[config.mk]
export PLATFORM = sky130hd
export DESIGN_NAME = adc_capture_writer
export DESIGN_NICKNAME = d
export VERILOG_FILES = /design/src/rtl/adc_capture_writer.sv
export SDC_FILE = /design/constraint.sdc
export NUM_CORES = 1
export LEC_CHECK = 0
export BUFFER_PORTS_ARGS = -buffer_cell sky130_fd_sc_hd__buf_4
export CAP_MARGIN = 20
export CORE_ASPECT_RATIO = 1.75
export CORE_MARGIN = 5
export CORE_UTILIZATION = 35
export DETAILED_ROUTE_END_ITERATION = 10
export MAX_ROUTING_LAYER = met4
export PLACE_DENSITY = 0.62
export SLEW_MARGIN = 15
export SYNTH_ARGS = -nofsm -noshare
export SYNTH_HDL_FRONTEND = slang
export SYNTH_SLANG_ARGS = --single-unit
[constraint.sdc]
create_clock -name clk -period 4.3 [get_ports clk]
set_input_delay 0.43 -clock clk [delete_from_list [all_inputs] [get_ports clk]]
set_output_delay 0.43 -clock clk [all_outputs]
set_load 0.02 [all_outputs]
[src/rtl/adc_capture_writer.sv]
`default_nettype none
// ============================================================================
// adc_capture_writer : triggered, decimated ADC block capture into a RAM
// Revision: 1.0
// ============================================================================
module adc_capture_writer #(
  parameter int ADDR_WIDTH = 10,
  parameter int DATA_WIDTH = 8,
  parameter int DIV_WIDTH  = 16
) (
  input  logic                  clk,
  input  logic                  rst,
  input  logic [DATA_WIDTH-1:0] ad_data,
  input  logic                  arm,
  input  logic                  abort,
  input  logic                  force_trig,
  input  logic [1:0]            trig_mode,
  input  logic [DATA_WIDTH-1:0] trig_level,
  input  logic [DIV_WIDTH-1:0]  decim,
  output logic                  wr_en,
  output logic [ADDR_WIDTH-1:0] wr_addr,
  output logic [DATA_WIDTH-1:0] wr_data,
  output logic                  busy,
  output logic                  done,
  output logic                  triggered
);

  typedef enum logic [1:0] {
    S_IDLE    = 2'd0,
    S_ARMED   = 2'd1,
    S_CAPTURE = 2'd2,
    S_DONE    = 2'd3
  } state_t;

  localparam logic [1:0] TM_IMM  = 2'b00;
  localparam logic [1:0] TM_RISE = 2'b01;
  localparam logic [1:0] TM_FALL = 2'b10;
  localparam logic [ADDR_WIDTH:0] LAST_CNT = {1'b0, {ADDR_WIDTH{1'b1}}};

  state_t                state_q, state_d;
  logic [1:0]            mode_q, mode_d;
  logic [DATA_WIDTH-1:0] level_q, level_d;
  logic [DIV_WIDTH-1:0]  decim_q, decim_d;
  logic [DIV_WIDTH-1:0]  div_cnt_q, div_cnt_d;
  logic [DATA_WIDTH-1:0] prev_q, prev_d;
  logic                  prev_valid_q, prev_valid_d;
  logic                  force_pend_q, force_pend_d;
  logic [ADDR_WIDTH:0]   cnt_q, cnt_d;
  logic                  wr_en_q, wr_en_d;
  logic [ADDR_WIDTH-1:0] wr_addr_q, wr_addr_d;
  logic [DATA_WIDTH-1:0] wr_data_q, wr_data_d;
  logic                  busy_q, busy_d;
  logic                  done_q, done_d;
  logic                  triggered_q, triggered_d;

  logic running, tick, rise_hit, fall_hit, trig_hit;

  always_comb begin
    state_d      = state_q;
    mode_d       = mode_q;
    level_d      = level_q;
    decim_d      = decim_q;
    div_cnt_d    = '0;
    prev_d       = prev_q;
    prev_valid_d = prev_valid_q;
    force_pend_d = force_pend_q;
    cnt_d        = cnt_q;
    wr_en_d      = 1'b0;
    wr_addr_d    = wr_addr_q;
    wr_data_d    = wr_data_q;
    triggered_d  = 1'b0;
    tick         = 1'b0;

    running  = (state_q == S_ARMED) || (state_q == S_CAPTURE);
    rise_hit = prev_valid_q && (prev_q < level_q) && (ad_data >= level_q);
    fall_hit = prev_valid_q && (prev_q > level_q) && (ad_data <= level_q);
    case (mode_q)
      TM_IMM:  trig_hit = 1'b1;
      TM_RISE: trig_hit = rise_hit;
      TM_FALL: trig_hit = fall_hit;
      default: trig_hit = rise_hit || fall_hit;
    endcase

    if (running) begin
      tick      = (div_cnt_q == decim_q);
      div_cnt_d = tick ? '0 : div_cnt_q + DIV_WIDTH'(1);
    end

    if (tick) begin
      prev_d       = ad_data;
      prev_valid_d = 1'b1;
    end

    case (state_q)
      S_IDLE, S_DONE: begin
        if (arm) begin
          state_d      = S_ARMED;
          mode_d       = trig_mode;
          level_d      = trig_level;
          decim_d      = decim;
          prev_valid_d = 1'b0;
          force_pend_d = 1'b0;
        end
      end
      S_ARMED: begin
        // A pulsed force must survive until the next decimated tick.
        if (force_trig) force_pend_d = 1'b1;
        if (tick && (trig_hit || force_trig || force_pend_q)) begin
          state_d      = S_CAPTURE;
          wr_en_d      = 1'b1;
          wr_addr_d    = '0;
          wr_data_d    = ad_data;
          cnt_d        = (ADDR_WIDTH+1)'(1);
          triggered_d  = 1'b1;
          force_pend_d = 1'b0;
        end
      end
      S_CAPTURE: begin
        if (tick) begin
          wr_en_d   = 1'b1;
          wr_addr_d = cnt_q[ADDR_WIDTH-1:0];
          wr_data_d = ad_data;
          cnt_d     = cnt_q + (ADDR_WIDTH+1)'(1);
          if (cnt_q == LAST_CNT) state_d = S_DONE;
        end
      end
      default: state_d = S_IDLE;
    endcase

    if (abort) begin
      state_d      = S_IDLE;
      wr_en_d      = 1'b0;
      wr_addr_d    = wr_addr_q;
      wr_data_d    = wr_data_q;
      triggered_d  = 1'b0;
      force_pend_d = 1'b0;
      div_cnt_d    = '0;
    end

    busy_d = running;
    done_d = (state_q == S_DONE);
  end

  always_ff @(posedge clk) begin
    if (rst) begin
      state_q      <= S_IDLE;
      mode_q       <= '0;
      level_q      <= '0;
      decim_q      <= '0;
      div_cnt_q    <= '0;
      prev_q       <= '0;
      prev_valid_q <= 1'b0;
      force_pend_q <= 1'b0;
      cnt_q        <= '0;
      wr_en_q      <= 1'b0;
      wr_addr_q    <= '0;
      wr_data_q    <= '0;
      busy_q       <= 1'b0;
      done_q       <= 1'b0;
      triggered_q  <= 1'b0;
    end else begin
      state_q      <= state_d;
      mode_q       <= mode_d;
      level_q      <= level_d;
      decim_q      <= decim_d;
      div_cnt_q    <= div_cnt_d;
      prev_q       <= prev_d;
      prev_valid_q <= prev_valid_d;
      force_pend_q <= force_pend_d;
      cnt_q        <= cnt_d;
      wr_en_q      <= wr_en_d;
      wr_addr_q    <= wr_addr_d;
      wr_data_q    <= wr_data_d;
      busy_q       <= busy_d;
      done_q       <= done_d;
      triggered_q  <= triggered_d;
    end
  end

  assign wr_en     = wr_en_q;
  assign wr_addr   = wr_addr_q;
  assign wr_data   = wr_data_q;
  assign busy      = busy_q;
  assign done      = done_q;
  assign triggered = triggered_q;

endmodule
`default_nettype wire

* Yosys cells after proc, flatten, opt, wreduce, memory -nomap -nowiden
Index checks and enable logic that the tools add are counted.
Operators by class: bitwise logic cells 3, muxes and demuxes 26, eq/ne operators 12, reduce and logical (&&, ||, !) cells 22, $add $sub $neg 2, order comparisons 4
Operators by type and width (count):
- $mux 11 | 2
- $pmux 11 s2 | 1
- $mux 10 | 2
- $pmux 10 s2 | 1
- $add 16x1->16 const B | 1
- $eq 16x16->1 | 1
- $mux 8 | 2
- $pmux 8 s2 | 1
- $add 11x1->11 const B | 1
- $eq 11x10->1 const B | 1
- $mux 1 | 9
- $ge 8x8->1 | 1
- $gt 8x8->1 | 1
- $le 8x8->1 | 1
- $lt 8x8->1 | 1
- $mux 2 | 4
- $reduce_and 4->1 | 2
- $eq 2x2->1 const B | 3
- $pmux 2 s3 | 1
- $reduce_and 3->1 | 2
- $logic_and 1x1->1 | 5
- $eq 2x1->1 const B | 2
- $logic_not 2->1 | 2
- $logic_or 1x1->1 | 4
- 11 further kinds | 18
Word-level totals: logic and storage cells 84, flip-flop bits (word level) 87, bits of input ports 39, output and inout port bits 22

* Longest topological paths before layout
word-level depth 10, mapped depth 11, depth with buffers taken out 10

* Worst setup path after synthesis
Ideal clock, no wire load.
kind input port to flip-flop, from input port ad_data[6], to register cnt_q[6], stages 10, data arrival time 2.453 ns, slack 1.789 ns, setup time 0.058 ns, path buffers 1, required time 4.242 ns, path through ha_1 > a21oi_1 > nand2_1 > a21o_1 > o211a_1 > o32ai_4 > a21oi_1 > a31o_2 > buf_2 > o21ba_1
On the way: word-level cells in the longest chain between the ends 9
Ends and longest elaborated chain:
- start, declared | RTL line 13 | input logic [DATA_WIDTH-1:0] ad_data,
- $ge 8x8->1 or $le 8x8->1 (tied branches) | RTL line 75, 76
- $logic_and 1x1->1 (on tied branches) | RTL line 75, 76
- $logic_or 1x1->1 | RTL line 81 | default: trig_hit = rise_hit || fall_hit;
- $pmux 1 s3 * | RTL line 77 | case (mode_q)
- $logic_or 1x1->1 * (2 in a row) | RTL line 108 | if (tick && (trig_hit || force_trig || force_pend_q)) begin
- $logic_and 1x1->1 * | RTL line 108
- $ne 2x1->1 (no line) *
- $reduce_and 3->1 (no line) *
- end signal, assigned | RTL line 170 | cnt_q <= cnt_d;
- end, declared | RTL line 48 | logic [ADDR_WIDTH:0] cnt_q, cnt_d;
Mark *: on every way between the ends. The rest lies on a longest branch, timed or not. A chain may end at the register's enable or synchronous reset.

* Worst setup path in the final report
from register level_q[6], to register wr_data_q[6], in the netlist wr_data[6]
On the way: word-level cells in the longest chain between the ends 10
Ends and longest elaborated chain:
- start, declared | RTL line 42 | logic [DATA_WIDTH-1:0] level_q, level_d;
- start signal, assigned | RTL line 164 | level_q <= level_d;
- $lt 8x8->1 or $gt 8x8->1 (tied branches) | RTL line 75, 76
- $logic_and 1x1->1 (on tied branches) (2 in a row) | RTL line 75, 76
- $logic_or 1x1->1 | RTL line 81
- $pmux 1 s3 * | RTL line 77
- $logic_or 1x1->1 * (2 in a row) | RTL line 108
- $logic_and 1x1->1 * | RTL line 108
- $ne 2x1->1 (no line) *
- $reduce_and 4->1 (no line) *
- end signal, assigned | RTL line 173 | wr_data_q <= wr_data_d;
- end, declared | RTL line 51 | logic [DATA_WIDTH-1:0] wr_data_q, wr_data_d;
Marked as above.

==> results by group <==
Final layout
  • # fillers: 1150
  • Design Area, Final: 4920 sq um
  • Nets: 592
  • Final Non-Filler Cells: 672
  • Layout area overhead: 19.9%
  • Antenna diodes: 0
  • Layout cells sized above 1: 15.1%

Worst hold path
  • HP Class: input pin to flip-flop
  • Hold Path Cell Cnt: 2

Routing
  • Average wire per standard cell: 16.0 microns
  • DRT antenna net count: 0
  • Drt initial violations: 132
  • WL final: 10.7 mm
  • DR DRC count: 0
  • Drt pass-1 iters: 4
  • Vias post-DR: 3604
  • Vias per inst: 5.36

Placement
  • Area after DPL: 4620 sq um
  • GP Congestion: 0.826
  • IO buf count: 60
  • Dpl cells: 656
  • Detailed Place HPWL: 8.06 mm

Floorplan
  • Die height: 153 microns
  • FP Rows: 52
  • Die W: 91.9 microns
  • Die area: 14100 sq um
  • # IOs: 61
  • Initial core utilization: 35.6%
  • Core area: 11500 sq um

Synth
  • Mux share of post-synthesis cell area: 1.71%
  • EDFF count, synth: 0
  • Post-synthesis xor/xnor area fraction: 7.47%
  • Syn Inst Count: 485
  • Combinational family with the most area after synthesis: simple AND/OR/NAND/NOR gates
  • Syn. warnings: 0
  • Post-Syn Nets: 545
  • Cell Area, Synth: 4110 sq um
  • Seq cells post-synth: 87
  • Ys async rst share: 0%
  • Syn avg cell area: 8.46 sq um
  • Synth unique cells: 45
  • Register area share after synthesis: 42.4%
  • Synth Area in Adders: 6.40%
  • Ys flop type: dfxtp_1
  • Synth Area in Compound Gates: 17.1%
  • Post-Synth Simple-Gate Area: 20.7%

Worst setup path
  • Worst-path cell chain: inv_1 > ha_1 > a21oi_1 > nand2_1 > a21oi_1 > a21oi_1 > nor3_1 > o32a_1 > o21ai_0 > a21oi_1
  • Crit path to: wr_data[6]$_SDFFE_PP0P_
  • R2r worst-path depth: 10
  • WP data arrival: 3280 ps
  • Worst-path fanout max: 18
  • Worst path required time: 4570 ps
  • R2R Path Start: level_q[6]$_SDFFE_PP0P_
  • Crit path top cell by count: a21oi_1
  • CP max stage cell: o32a_1
  • Delay-heaviest family, CP: compound AO/OA/AOI/OAI gates
  • Worst setup startpoint: level_q[6]$_SDFFE_PP0P_
  • Crit path largest cell delay: 640 ps
  • Worst setup EP type: flip-flop
  • R2R setup slack: 1290 ps
  • Critical path type: flip-flop to flip-flop
  • Buf/Inv on CP: 1
  • Crit path depth: 10
  • Startpoint types: flip-flop
  • Critical R2R Capture: wr_data[6]$_SDFFE_PP0P_

Power and ir drop
  • Peak VDD IR: 0.220 mV
  • Final Power: 1950 uW
  • Pwr/cell area: 395 nW/um^2
  • Leak Pwr: 0.00202 uW

Global route
  • GRT Residual Overflow: 0
  • First-pass GRT wire length: 17.8 mm
  • GRT Total Usage: 16.3%
  • Vias in the first global route: 3664
  • Pin count of the biggest net entering global routing: 64
  • Antenna violations before repair: 0

Timing
  • Worst Tran Pin Value: 980 ps
  • Hold Violations, Final: 0
  • Clk_skew: 7.10 ps
  • Fin. max-slew vios: 0
  • RSZ-0062 raised after global routing: false
  • Setup TNS: 0 ps
  • Final period utilization: 70.0%
  • Slew headroom: 34.5%
  • Min Tclk post-route: 3010 ps
  • Final setup vio count: 0
  • Max Freq: 332 MHz

CTS
  • Clock tree buffer depth: 2
  • H-Tree Depth: 3
  • Clock sinks: 87
  • CTS tree: yes
  • Cts bufs inserted: 9
  • Post-CTS sizing: 0
  • Clk root buf: clkbuf_16
  • Clock insertion delay at the later pin of the skew report: 340 ps
  • Post-CTS Setup Bufs: 0
  • Clk slew on worst S/H paths: 60 ps
  • Cts hold-fix bufs: 0

Run status
  • Outcome: finished, final reports clean

Job
  • Total of max-cap violations: 0
-- through the flow --
stage | hold WS (ps) | setup WS, ps | util, %
2_1_floorplan | 436 | 1790 | -
3_3_place_gp | 449 | 1340 | 40.1
3_5_place_dp | 453 | 1230 | 40.1
4_1_cts | 307 | 1250 | 42.7
5_1_grt | 322 | 992 | 42.7
6_report | 329 | 1290 | 42.7
-- worst reg2reg max path: stages, from the launching register on --
cell	delay, ps
dfxtp_1	330
inv_1	70
ha_1	330
a21oi_1	160
nand2_1	60
a21oi_1	350
a21oi_1	230
nor3_1	410
o32a_1	640
o21ai_0	190
a21oi_1	170
-- cells by family after synthesis --
group	Yosys count
compound gates	113
xor+xnor	35
fa+ha+maj	21
buf+inv	42
flops	87
mux	7
simple gates	180
-- worst min path at each step --
| stage | from | slack (ps) | to |
|---|---|---|---|
| after floorplan | level_q[1]$_SDFFE_PP0P_ | 440 | level_q[1]$_SDFFE_PP0P_ |
| after global placement | prev_q[0]$_SDFFE_PP0P_ | 450 | prev_q[0]$_SDFFE_PP0P_ |
| after detailed placement | level_q[6]$_SDFFE_PP0P_ | 450 | level_q[6]$_SDFFE_PP0P_ |
| after CTS | abort | 310 | state_q[0]$_SDFFE_PP0P_ |
| after global routing | abort | 320 | state_q[0]$_SDFFE_PP0P_ |
| final | abort | 330 | state_q[0]$_SDFFE_PP0P_ |
-- state kept, by name (all words and copies together), names as in the netlist, 2 cells and up --
name	flops
cnt_q	11
level_q	8
mode_q	2
prev_q	8
div_cnt_q	16
wr_addr	10
wr_data	8
state_q	2
decim_q	16
-- area by class of cell --
| cell class | instances | area (sq um) | area share (%) |
|---|---|---|---|
| multi-input cells | 356 | 2190 | 44.6 |
| well taps | 135 | 169 | 3.43 |
| inverters | 18 | 67.6 | 1.37 |
| repair buffers | 60 | 450 | 9.15 |
| clock inverters | 4 | 53.8 | 1.09 |
| clock buffers | 12 | 246 | 5.01 |
| flip-flops and latches | 87 | 1740 | 35.4 |
-- routing by layer --
| metal | share of wire [%] | track usage, % |
|---|---|---|
| met4 | 2.7 | 6.95 |
| met1 | 40 | 17.2 |
| met3 | 4.0 | 3.74 |
| met5 | 0 | - |
| met2 | 53 | 28.7 |
-- where the power goes --
part           leakage [uW]  switching [uW]  internal, uW
registers          0.000706            22.7           838
logic               0.00117             185           106
clock network      0.000139             325           469
-- cells in the mapped netlist, types with 3 or more instances --
library cell,number,share of area [%]
dfxtp_1,87,42
nand2_1,70,6.4
a21oi_1,60,7.3
nor2_1,40,3.7
xor2_1,27,5.8
ha_1,21,6.4
inv_1,18,1.6
nand3_1,17,2.1
nand4_1,17,2.6
clkbuf_1,16,1.5
o21ai_0,14,1.7
and3_1,10,1.5
o21ai_1,10,1.2
xnor2_1,8,1.7
mux2i_1,7,1.7
buf_2,6,0.73
a311oi_1,5,1.1
nor4_1,5,0.76
nor2b_1,4,0.61
nor3_1,4,0.49
o211ai_1,4,0.73
a21o_1,3,0.55
and2_1,3,0.46
-- cell usage in the layout (no fill, tap or decap), drive strengths merged, types with 4 or more instances in the layout --
cell type  instances
a21oi             60
a311oi             5
and3              10
buf               60
clkbuf            12
dfxtp             87
ha                21
inv               19
mux2i              7
nand2             70
nand3             17
nand4             17
nor2              40
nor2b              4
nor3               4
nor4               6
o211ai             4
o21ai             24
xnor2              8
xor2              27
Power figures use the tool's default switching activity.
